**src/rtl/seq_match_ctrl_if.sv**
```systemverilog
`default_nettype none
// =============================================================================
// seq_match_ctrl_if : configuration, control, serial-bit and status bundle
// Revision 1.0
// =============================================================================
interface seq_match_ctrl_if #(
    parameter int MAX_WIDTH = 8,
    parameter int CNT_WIDTH = 8,
    parameter int TMO_WIDTH = 16,
    parameter int LEN_WIDTH = $clog2(MAX_WIDTH + 1)
);
    logic                 cfg_valid;
    logic                 cfg_ready;
    logic [MAX_WIDTH-1:0] cfg_pattern;
    logic [LEN_WIDTH-1:0] cfg_len;
    logic                 cfg_overlap;
    logic [CNT_WIDTH-1:0] cfg_target;
    logic [TMO_WIDTH-1:0] cfg_timeout;
    logic                 start;
    logic                 abort;
    logic                 bit_valid;
    logic                 bit_in;
    logic                 match_pulse;
    logic [CNT_WIDTH-1:0] match_count;
    logic                 busy;
    logic                 done_valid;
    logic                 done_ready;
    logic [1:0]           done_status;

    modport slave (
        input  cfg_valid, cfg_pattern, cfg_len, cfg_overlap, cfg_target, cfg_timeout,
        input  start, abort, bit_valid, bit_in, done_ready,
        output cfg_ready, match_pulse, match_count, busy, done_valid, done_status
    );

    modport master (
        output cfg_valid, cfg_pattern, cfg_len, cfg_overlap, cfg_target, cfg_timeout,
        output start, abort, bit_valid, bit_in, done_ready,
        input  cfg_ready, match_pulse, match_count, busy, done_valid, done_status
    );
endinterface
`default_nettype wire

```
**src/rtl/seq_match_ctrl.sv**
```systemverilog
`default_nettype none
// =============================================================================
// seq_match_ctrl : programmable serial sequence detector with session control
// Revision 1.0
// =============================================================================
module seq_match_ctrl #(
    parameter int MAX_WIDTH = 8,
    parameter int CNT_WIDTH = 8,
    parameter int TMO_WIDTH = 16,
    parameter int LEN_WIDTH = $clog2(MAX_WIDTH + 1)
) (
    input  logic             clk,
    input  logic             rst,
    seq_match_ctrl_if.slave  bus
);
    typedef enum logic [1:0] {
        ST_IDLE   = 2'd0,
        ST_LOADED = 2'd1,
        ST_RUN    = 2'd2,
        ST_REPORT = 2'd3
    } state_t;

    localparam logic [1:0]           STAT_TARGET  = 2'b00;
    localparam logic [1:0]           STAT_TIMEOUT = 2'b01;
    localparam logic [1:0]           STAT_ABORT   = 2'b10;
    localparam logic [LEN_WIDTH-1:0] LEN_MAX      = LEN_WIDTH'(MAX_WIDTH);
    localparam logic [CNT_WIDTH-1:0] CNT_SAT      = {CNT_WIDTH{1'b1}};

    state_t               state_q;
    logic [MAX_WIDTH-1:0] pattern_q;
    logic [LEN_WIDTH-1:0] len_q;
    logic                 overlap_q;
    logic [CNT_WIDTH-1:0] target_q;
    logic [TMO_WIDTH-1:0] timeout_q;
    logic [MAX_WIDTH-1:0] hist_q;
    logic [LEN_WIDTH-1:0] fill_q;
    logic [TMO_WIDTH-1:0] cyc_q;
    logic                 cfg_ready_q;
    logic                 busy_q;
    logic                 match_pulse_q;
    logic [CNT_WIDTH-1:0] match_count_q;
    logic                 done_valid_q;
    logic [1:0]           done_status_q;

    logic [LEN_WIDTH-1:0] len_clamp;
    logic [MAX_WIDTH-1:0] mask;
    logic [MAX_WIDTH-1:0] hist_d;
    logic [LEN_WIDTH-1:0] fill_inc;
    logic [LEN_WIDTH-1:0] fill_d;
    logic [CNT_WIDTH-1:0] count_d;
    logic                 match_hit;
    logic                 target_hit;
    logic                 tmo_hit;
    logic                 cfg_hs;

    always_comb begin
        len_clamp = bus.cfg_len;
        if (bus.cfg_len == '0) begin
            len_clamp = LEN_WIDTH'(1);
        end else if (bus.cfg_len > LEN_MAX) begin
            len_clamp = LEN_MAX;
        end

        mask = '0;
        for (int i = 0; i < MAX_WIDTH; i++) begin
            mask[i] = (LEN_WIDTH'(i) < len_q);
        end

        hist_d   = bus.bit_valid ? {hist_q[MAX_WIDTH-2:0], bus.bit_in} : hist_q;
        fill_inc = (fill_q == LEN_MAX) ? fill_q : fill_q + LEN_WIDTH'(1);

        // Only a freshly shifted bit can complete a match; idle cycles never re-match.
        match_hit = bus.bit_valid && (fill_inc >= len_q) &&
                    (((hist_d ^ pattern_q) & mask) == '0);

        count_d = (match_hit && (match_count_q != CNT_SAT)) ?
                  match_count_q + CNT_WIDTH'(1) : match_count_q;

        if (match_hit && !overlap_q) begin
            fill_d = '0;
        end else if (bus.bit_valid) begin
            fill_d = fill_inc;
        end else begin
            fill_d = fill_q;
        end

        target_hit = match_hit && (target_q != '0) && (count_d == target_q);
        tmo_hit    = (timeout_q != '0) && (cyc_q == timeout_q - TMO_WIDTH'(1));
        cfg_hs     = bus.cfg_valid && cfg_ready_q;
    end

    always_ff @(posedge clk) begin
        if (rst) begin
            state_q       <= ST_IDLE;
            pattern_q     <= '0;
            len_q         <= LEN_WIDTH'(1);
            overlap_q     <= 1'b0;
            target_q      <= '0;
            timeout_q     <= '0;
            hist_q        <= '0;
            fill_q        <= '0;
            cyc_q         <= '0;
            cfg_ready_q   <= 1'b1;
            busy_q        <= 1'b0;
            match_pulse_q <= 1'b0;
            match_count_q <= '0;
            done_valid_q  <= 1'b0;
            done_status_q <= STAT_TARGET;
        end else begin
            match_pulse_q <= 1'b0;

            // cfg_ready is only high in IDLE/LOADED, so this cannot fire elsewhere.
            if (cfg_hs) begin
                pattern_q <= bus.cfg_pattern;
                len_q     <= len_clamp;
                overlap_q <= bus.cfg_overlap;
                target_q  <= bus.cfg_target;
                timeout_q <= bus.cfg_timeout;
            end

            case (state_q)
                ST_IDLE: begin
                    if (cfg_hs) begin
                        state_q <= ST_LOADED;
                    end
                end
                ST_LOADED: begin
                    if (bus.start) begin
                        state_q       <= ST_RUN;
                        cfg_ready_q   <= 1'b0;
                        busy_q        <= 1'b1;
                        hist_q        <= '0;
                        fill_q        <= '0;
                        cyc_q         <= '0;
                        match_count_q <= '0;
                    end
                end
                ST_RUN: begin
                    hist_q        <= hist_d;
                    fill_q        <= fill_d;
                    cyc_q         <= cyc_q + TMO_WIDTH'(1);
                    match_count_q <= count_d;
                    match_pulse_q <= match_hit;
                    if (bus.abort || target_hit || tmo_hit) begin
                        state_q      <= ST_REPORT;
                        busy_q       <= 1'b0;
                        done_valid_q <= 1'b1;
                        if (bus.abort) begin
                            done_status_q <= STAT_ABORT;
                        end else if (target_hit) begin
                            done_status_q <= STAT_TARGET;
                        end else begin
                            done_status_q <= STAT_TIMEOUT;
                        end
                    end
                end
                ST_REPORT: begin
                    if (bus.done_ready) begin
                        state_q      <= ST_LOADED;
                        done_valid_q <= 1'b0;
                        cfg_ready_q  <= 1'b1;
                    end
                end
                default: begin
                    state_q <= ST_IDLE;
                end
            endcase
        end
    end

    assign bus.cfg_ready   = cfg_ready_q;
    assign bus.busy        = busy_q;
    assign bus.match_pulse = match_pulse_q;
    assign bus.match_count = match_count_q;
    assign bus.done_valid  = done_valid_q;
    assign bus.done_status = done_status_q;
endmodule
`default_nettype wire

```
**src/flat_wrapper.sv**
```systemverilog
// flat-port wrapper written by rule: the top's interface ports become plain ports
module seq_match_ctrl_flat 
#(
    parameter int MAX_WIDTH = 8,
    parameter int CNT_WIDTH = 8,
    parameter int TMO_WIDTH = 16,
    parameter int LEN_WIDTH = $clog2(MAX_WIDTH + 1)
)
  (clk, rst, bus_cfg_valid, bus_cfg_pattern, bus_cfg_len, bus_cfg_overlap, bus_cfg_target, bus_cfg_timeout, bus_start, bus_abort, bus_bit_valid, bus_bit_in, bus_done_ready, bus_cfg_ready, bus_match_pulse, bus_match_count, bus_busy, bus_done_valid, bus_done_status);
  seq_match_ctrl_if #(.MAX_WIDTH(MAX_WIDTH), .CNT_WIDTH(CNT_WIDTH), .TMO_WIDTH(TMO_WIDTH), .LEN_WIDTH(LEN_WIDTH)) bus_i ();
  input  logic clk;
  input  logic rst;
  input wire logic [$bits(bus_i.cfg_valid)-1:0] bus_cfg_valid;
  input wire logic [$bits(bus_i.cfg_pattern)-1:0] bus_cfg_pattern;
  input wire logic [$bits(bus_i.cfg_len)-1:0] bus_cfg_len;
  input wire logic [$bits(bus_i.cfg_overlap)-1:0] bus_cfg_overlap;
  input wire logic [$bits(bus_i.cfg_target)-1:0] bus_cfg_target;
  input wire logic [$bits(bus_i.cfg_timeout)-1:0] bus_cfg_timeout;
  input wire logic [$bits(bus_i.start)-1:0] bus_start;
  input wire logic [$bits(bus_i.abort)-1:0] bus_abort;
  input wire logic [$bits(bus_i.bit_valid)-1:0] bus_bit_valid;
  input wire logic [$bits(bus_i.bit_in)-1:0] bus_bit_in;
  input wire logic [$bits(bus_i.done_ready)-1:0] bus_done_ready;
  output wire logic [$bits(bus_i.cfg_ready)-1:0] bus_cfg_ready;
  output wire logic [$bits(bus_i.match_pulse)-1:0] bus_match_pulse;
  output wire logic [$bits(bus_i.match_count)-1:0] bus_match_count;
  output wire logic [$bits(bus_i.busy)-1:0] bus_busy;
  output wire logic [$bits(bus_i.done_valid)-1:0] bus_done_valid;
  output wire logic [$bits(bus_i.done_status)-1:0] bus_done_status;
  assign bus_i.cfg_valid = bus_cfg_valid;
  assign bus_i.cfg_pattern = bus_cfg_pattern;
  assign bus_i.cfg_len = bus_cfg_len;
  assign bus_i.cfg_overlap = bus_cfg_overlap;
  assign bus_i.cfg_target = bus_cfg_target;
  assign bus_i.cfg_timeout = bus_cfg_timeout;
  assign bus_i.start = bus_start;
  assign bus_i.abort = bus_abort;
  assign bus_i.bit_valid = bus_bit_valid;
  assign bus_i.bit_in = bus_bit_in;
  assign bus_i.done_ready = bus_done_ready;
  assign bus_cfg_ready = bus_i.cfg_ready;
  assign bus_match_pulse = bus_i.match_pulse;
  assign bus_match_count = bus_i.match_count;
  assign bus_busy = bus_i.busy;
  assign bus_done_valid = bus_i.done_valid;
  assign bus_done_status = bus_i.done_status;
  seq_match_ctrl #(.MAX_WIDTH(MAX_WIDTH), .CNT_WIDTH(CNT_WIDTH), .TMO_WIDTH(TMO_WIDTH), .LEN_WIDTH(LEN_WIDTH)) u_core (.clk(clk), .rst(rst), .bus(bus_i));
endmodule
```
**config.mk**
```make
export PLATFORM = sky130hd
export DESIGN_NAME = seq_match_ctrl_flat
export DESIGN_NICKNAME = d
export VERILOG_FILES = /design/src/rtl/seq_match_ctrl_if.sv /design/src/rtl/seq_match_ctrl.sv /design/src/flat_wrapper.sv
export SDC_FILE = /design/constraint.sdc
export NUM_CORES = 1
export LEC_CHECK = 0
export CORE_UTILIZATION = 64
export DETAILED_ROUTE_END_ITERATION = 7
export DONT_BUFFER_PORTS = 1
export PLACE_DENSITY_LB_ADDON = 0.08
export SETUP_SLACK_MARGIN = 0.05
export SLEW_MARGIN = 20
export SYNTH_ARGS = -nofsm -noshare
export SYNTH_HDL_FRONTEND = slang
export SYNTH_SLANG_ARGS = --single-unit
```
**constraint.sdc**
```tcl
create_clock -name clk -period 3.8 [get_ports clk]
set_input_delay 0.76 -clock clk [delete_from_list [all_inputs] [get_ports clk]]
set_output_delay 0.76 -clock clk [all_outputs]
set_load 0.02 [all_outputs]
```
==> run metrics, run 1 <==
max-cap violation count=0; I/O pin count=a little under 60; clock input transition at the sequential cells of the worst setup and hold paths=0.08 ns; kind of critical path=reg2reg; root buffer cell=sky130_fd_sc_hd__clkbuf_8; Yosys warnings=0; final net count=615; quantity of I/O buffers inserted on ports=0; diode count=0; fraction of power consumed by combinational cells=28.3%; share of power burned in the clock network=between 20 and 30%; Setup-failing EPs final=0; core utilization of the finished layout=70.0%; worst slew pin tran=~1.0 ns; maximum buffer depth of the clock tree=2; largest net degree at the start of global routing=71; Req. time, crit path=between 4 and 5 ns; list of most frequent post-synthesis cells=sky130_fd_sc_hd__nand2_1, sky130_fd_sc_hd__dfxtp_1, sky130_fd_sc_hd__a21oi_1, sky130_fd_sc_hd__nor2_1, sky130_fd_sc_hd__xnor2_1; Initial Utilization=66.4%; Tightest Hold Check Type=in2reg; type of element launching the critical path=flip-flop; wire length of the first global-routing pass=17500 µm; clock skew=between 0.009 and 0.01 ns; count of TritonRoute iterations in the first routing pass=5; Synth-to-Final Area Change=5.38%; number of buffers inserted by hold repair at cts=0; sequential power share=42.5%; dominant cell type by area after synthesis=sky130_fd_sc_hd__dfxtp_1; main area contributors after synthesis=sky130_fd_sc_hd__dfxtp_1, sky130_fd_sc_hd__nand2_1, sky130_fd_sc_hd__a21oi_1; setup repair after global routing missed its margin=false; vias after detailed routing=4020; Fin Setup TNS=0 ns; worst-skew pair later-pin latency=0.35 ns; switching power total=826 µW; layout cell share with drive strength beyond 1=4.99%; switching part of the total=roughly 35%; count of buffers added by post-CTS timing repair for setup=0; number of DRC violations after detailed-routing iteration 0=~170; worst rel slew slack=30.3%; number of resized instances in the post-cts repair step=0; worst-path maximum fanout=11; LEAKAGE=0.00171 µW; endpoints failing hold=0; last weighted congestion value of the routability-driven placer=0.953; syn avg cell area=7.90 µm²; library cell with the highest instance count after synthesis=sky130_fd_sc_hd__nand2_1; maximum VDD drop=0.000375 V; Crit path arrival time=about 3.6 ns; cell internal pwr=1560 µW; cell count after synthesis=571; sequential element share of the synthesized area=between 30% and 40%; number of buffers inserted during clock tree synthesis=9; Yosys reg bits=80; Detailed Route WL=10400 µm; final number of max-transition violations=0; fmax=296 MHz; Critical Path, Cell by Cell=inv_1 -> ha_1 -> or4b_1 -> or4b_1 -> a2111o_1 -> a2111oi_4 -> nor2_2 -> a31oi_4 -> mux2_4; DIE AREA=0.00739 mm²; status=finished, final reports clean; routed vias/inst=6.12; shortest period the worst path allows=3.38 ns; power density relative to cell area=502 mW/mm²; placed cell area=0.00453 mm²; fraction of registers with async set/reset=0%; setup slack, reg-to-reg=~0.42 ns; TritonCTS clock tree=built; post-synth design cell area=about 0.0045 mm²; top flip-flop cell by instance count after synthesis=sky130_fd_sc_hd__dfxtp_1; Synth top area share=35.5%; Detailed Place HPWL=between 7000 and 8000 µm; Critical-path top delay cell=sky130_fd_sc_hd__or4b_1; DRC violation count after routing=0; Antenna Violating Nets Remaining=0; endpoint type of the worst setup path=flip-flop; Cell variety after synth=60; Final Cell Area=around 0.0048 mm²; clock sinks=80; total track usage=30.0%; Routed WL per cell=15.9 µm; final cell count without fillers=657; std cell rows=30; global route total overflow=0; CP most frequent cell=sky130_fd_sc_hd__or4b_1; number of instances in the placed design=roughly 640; Die Width=roughly 86 µm; initial antenna violation count=0; Clock H-tree levels=3; Final period util=88.9%; number of global-route vias before repair=~3.8k; chip height=86.0 µm; number of flops mapped to enable cells by yosys=0; core area=0.00679 mm²; CP peak stage delay=0.52 ns; post-synth net total=630
[kinds of logic (layout without fill, tap and decap cells)]
family / Yosys count / after routing / synth area share (%)
AO/OA/AOI/OAI: 133 / 133 / 19.1
buffers and inverters: 49 / 39 / 4.52
XOR/XNOR: 53 / 53 / 10.3
AND/OR/NAND/NOR: 231 / 231 / 24.2
flip-flops: 80 / 80 / 35.5
adder cells (fa/ha/maj): 14 / 14 / 3.88
multiplexers: 11 / 11 / 2.55
[per-layer routing]
| metal | routed length [µm] | vias up | track usage [%] | share of wire [%] |
|---|---|---|---|---|
| met3 | 729 | 27 | 8.66 | 7.0 |
| li1 | - | 1998 | - | - |
| met5 | 0 | - | 0 | 0 |
| met4 | 268 | 0 | 11.5 | 2.6 |
| met2 | 5170 | 137 | 51.4 | 50 |
| met1 | 4260 | 1858 | 35.2 | 41 |
[power by group through the flow]
stage / clock, µW / combinational [µW] / sequential (µW)
floorplan: 0 / 562 / 1000
global placement: 0 / 653 / 1030
detailed placement: 0 / 672 / 1030
CTS: 708 / 677 / 1010
global route: 745 / 756 / 1020
finish: 698 / 675 / 1010
[through the flow]
stage	power [µW]	setup WS, ns	hold slack [ns]
2_1_floorplan	1560	0.872	0.437
3_3_place_gp	1680	0.516	0.441
3_5_place_dp	1700	0.460	0.460
4_1_cts	2400	0.445	0.456
5_1_grt	2520	0.271	0.447
6_report	2390	0.420	0.473
[critical path: cells and delay by family, from the launching register on]
kind                       cells  cell delay (ns)
and+or+nand+nor                3             1.11
AOI/OAI and AO/OA              3             1.03
adders and majority gates      1             0.38
DFF                            1             0.36
muxes                          1             0.31
buffers and inverters          1             0.07
[layout by cell type (no fill, tap or decap), types with 8 or more instances in the layout]
cell type / n
sky130_fd_sc_hd__a31oi_1: 8
sky130_fd_sc_hd__nand3_1: 16
sky130_fd_sc_hd__a22oi_1: 13
sky130_fd_sc_hd__mux2i_1: 10
sky130_fd_sc_hd__ha_1: 14
sky130_fd_sc_hd__nand4_1: 11
sky130_fd_sc_hd__inv_1: 17
sky130_fd_sc_hd__xor2_1: 24
sky130_fd_sc_hd__o21ai_0: 14
sky130_fd_sc_hd__nor4_1: 10
sky130_fd_sc_hd__clkbuf_8: 10
sky130_fd_sc_hd__nand2_1: 94
sky130_fd_sc_hd__xnor2_1: 29
sky130_fd_sc_hd__dfxtp_1: 80
sky130_fd_sc_hd__nor2_1: 47
sky130_fd_sc_hd__a21oi_1: 60
sky130_fd_sc_hd__nor3_1: 14
[final timing paths]
kind	from	endpoint	depth (start not counted)
hold / removal	rst	u_core.timeout_q[5]	1
setup reg to reg	u_core.timeout_q[0]	u_core.state_q[0]	9
hold reg to reg	u_core.pattern_q[6]	u_core.pattern_q[6]	2
setup / recovery	u_core.timeout_q[0]	u_core.state_q[0]	9
[flip-flops by register name (all words and copies together) (netlist names)]
register / cells
u_core.state_q: 2
u_core.bus.busy: 1
u_core.bus.done_status: 2
u_core.hist_q: 7
u_core.target_q: 8
u_core.bus.match_count: 8
u_core.overlap_q: 1
u_core.fill_q: 4
u_core.pattern_q: 8
u_core.timeout_q: 16
u_core.cyc_q: 16
u_core.bus.done_valid: 1
u_core.len_q: 4
u_core.bus.cfg_ready: 1
u_core.bus.match_pulse: 1
[area by class of cell]
class	instances	area (µm²)
inverter	18	67.6
tap	96	120
timing repair buffer	5	37.5
sequential	80	1600
fill	570	2040
clock buffer	11	141
clock inverter	5	80.1
multi-input combinational	442	2710
Note: power is estimated with default switching activity, not from simulation.
==> inputs of run 2 (changes only) <==
--- a/config.mk
+++ b/config.mk
@@ -14,3 +14,4 @@
 export SYNTH_ARGS = -nofsm -noshare
 export SYNTH_HDL_FRONTEND = slang
 export SYNTH_SLANG_ARGS = --single-unit
+export TNS_END_PERCENT = 30
==> results of run 2 <==
The final DEF is identical to that of run 1; final timing and power are the same.
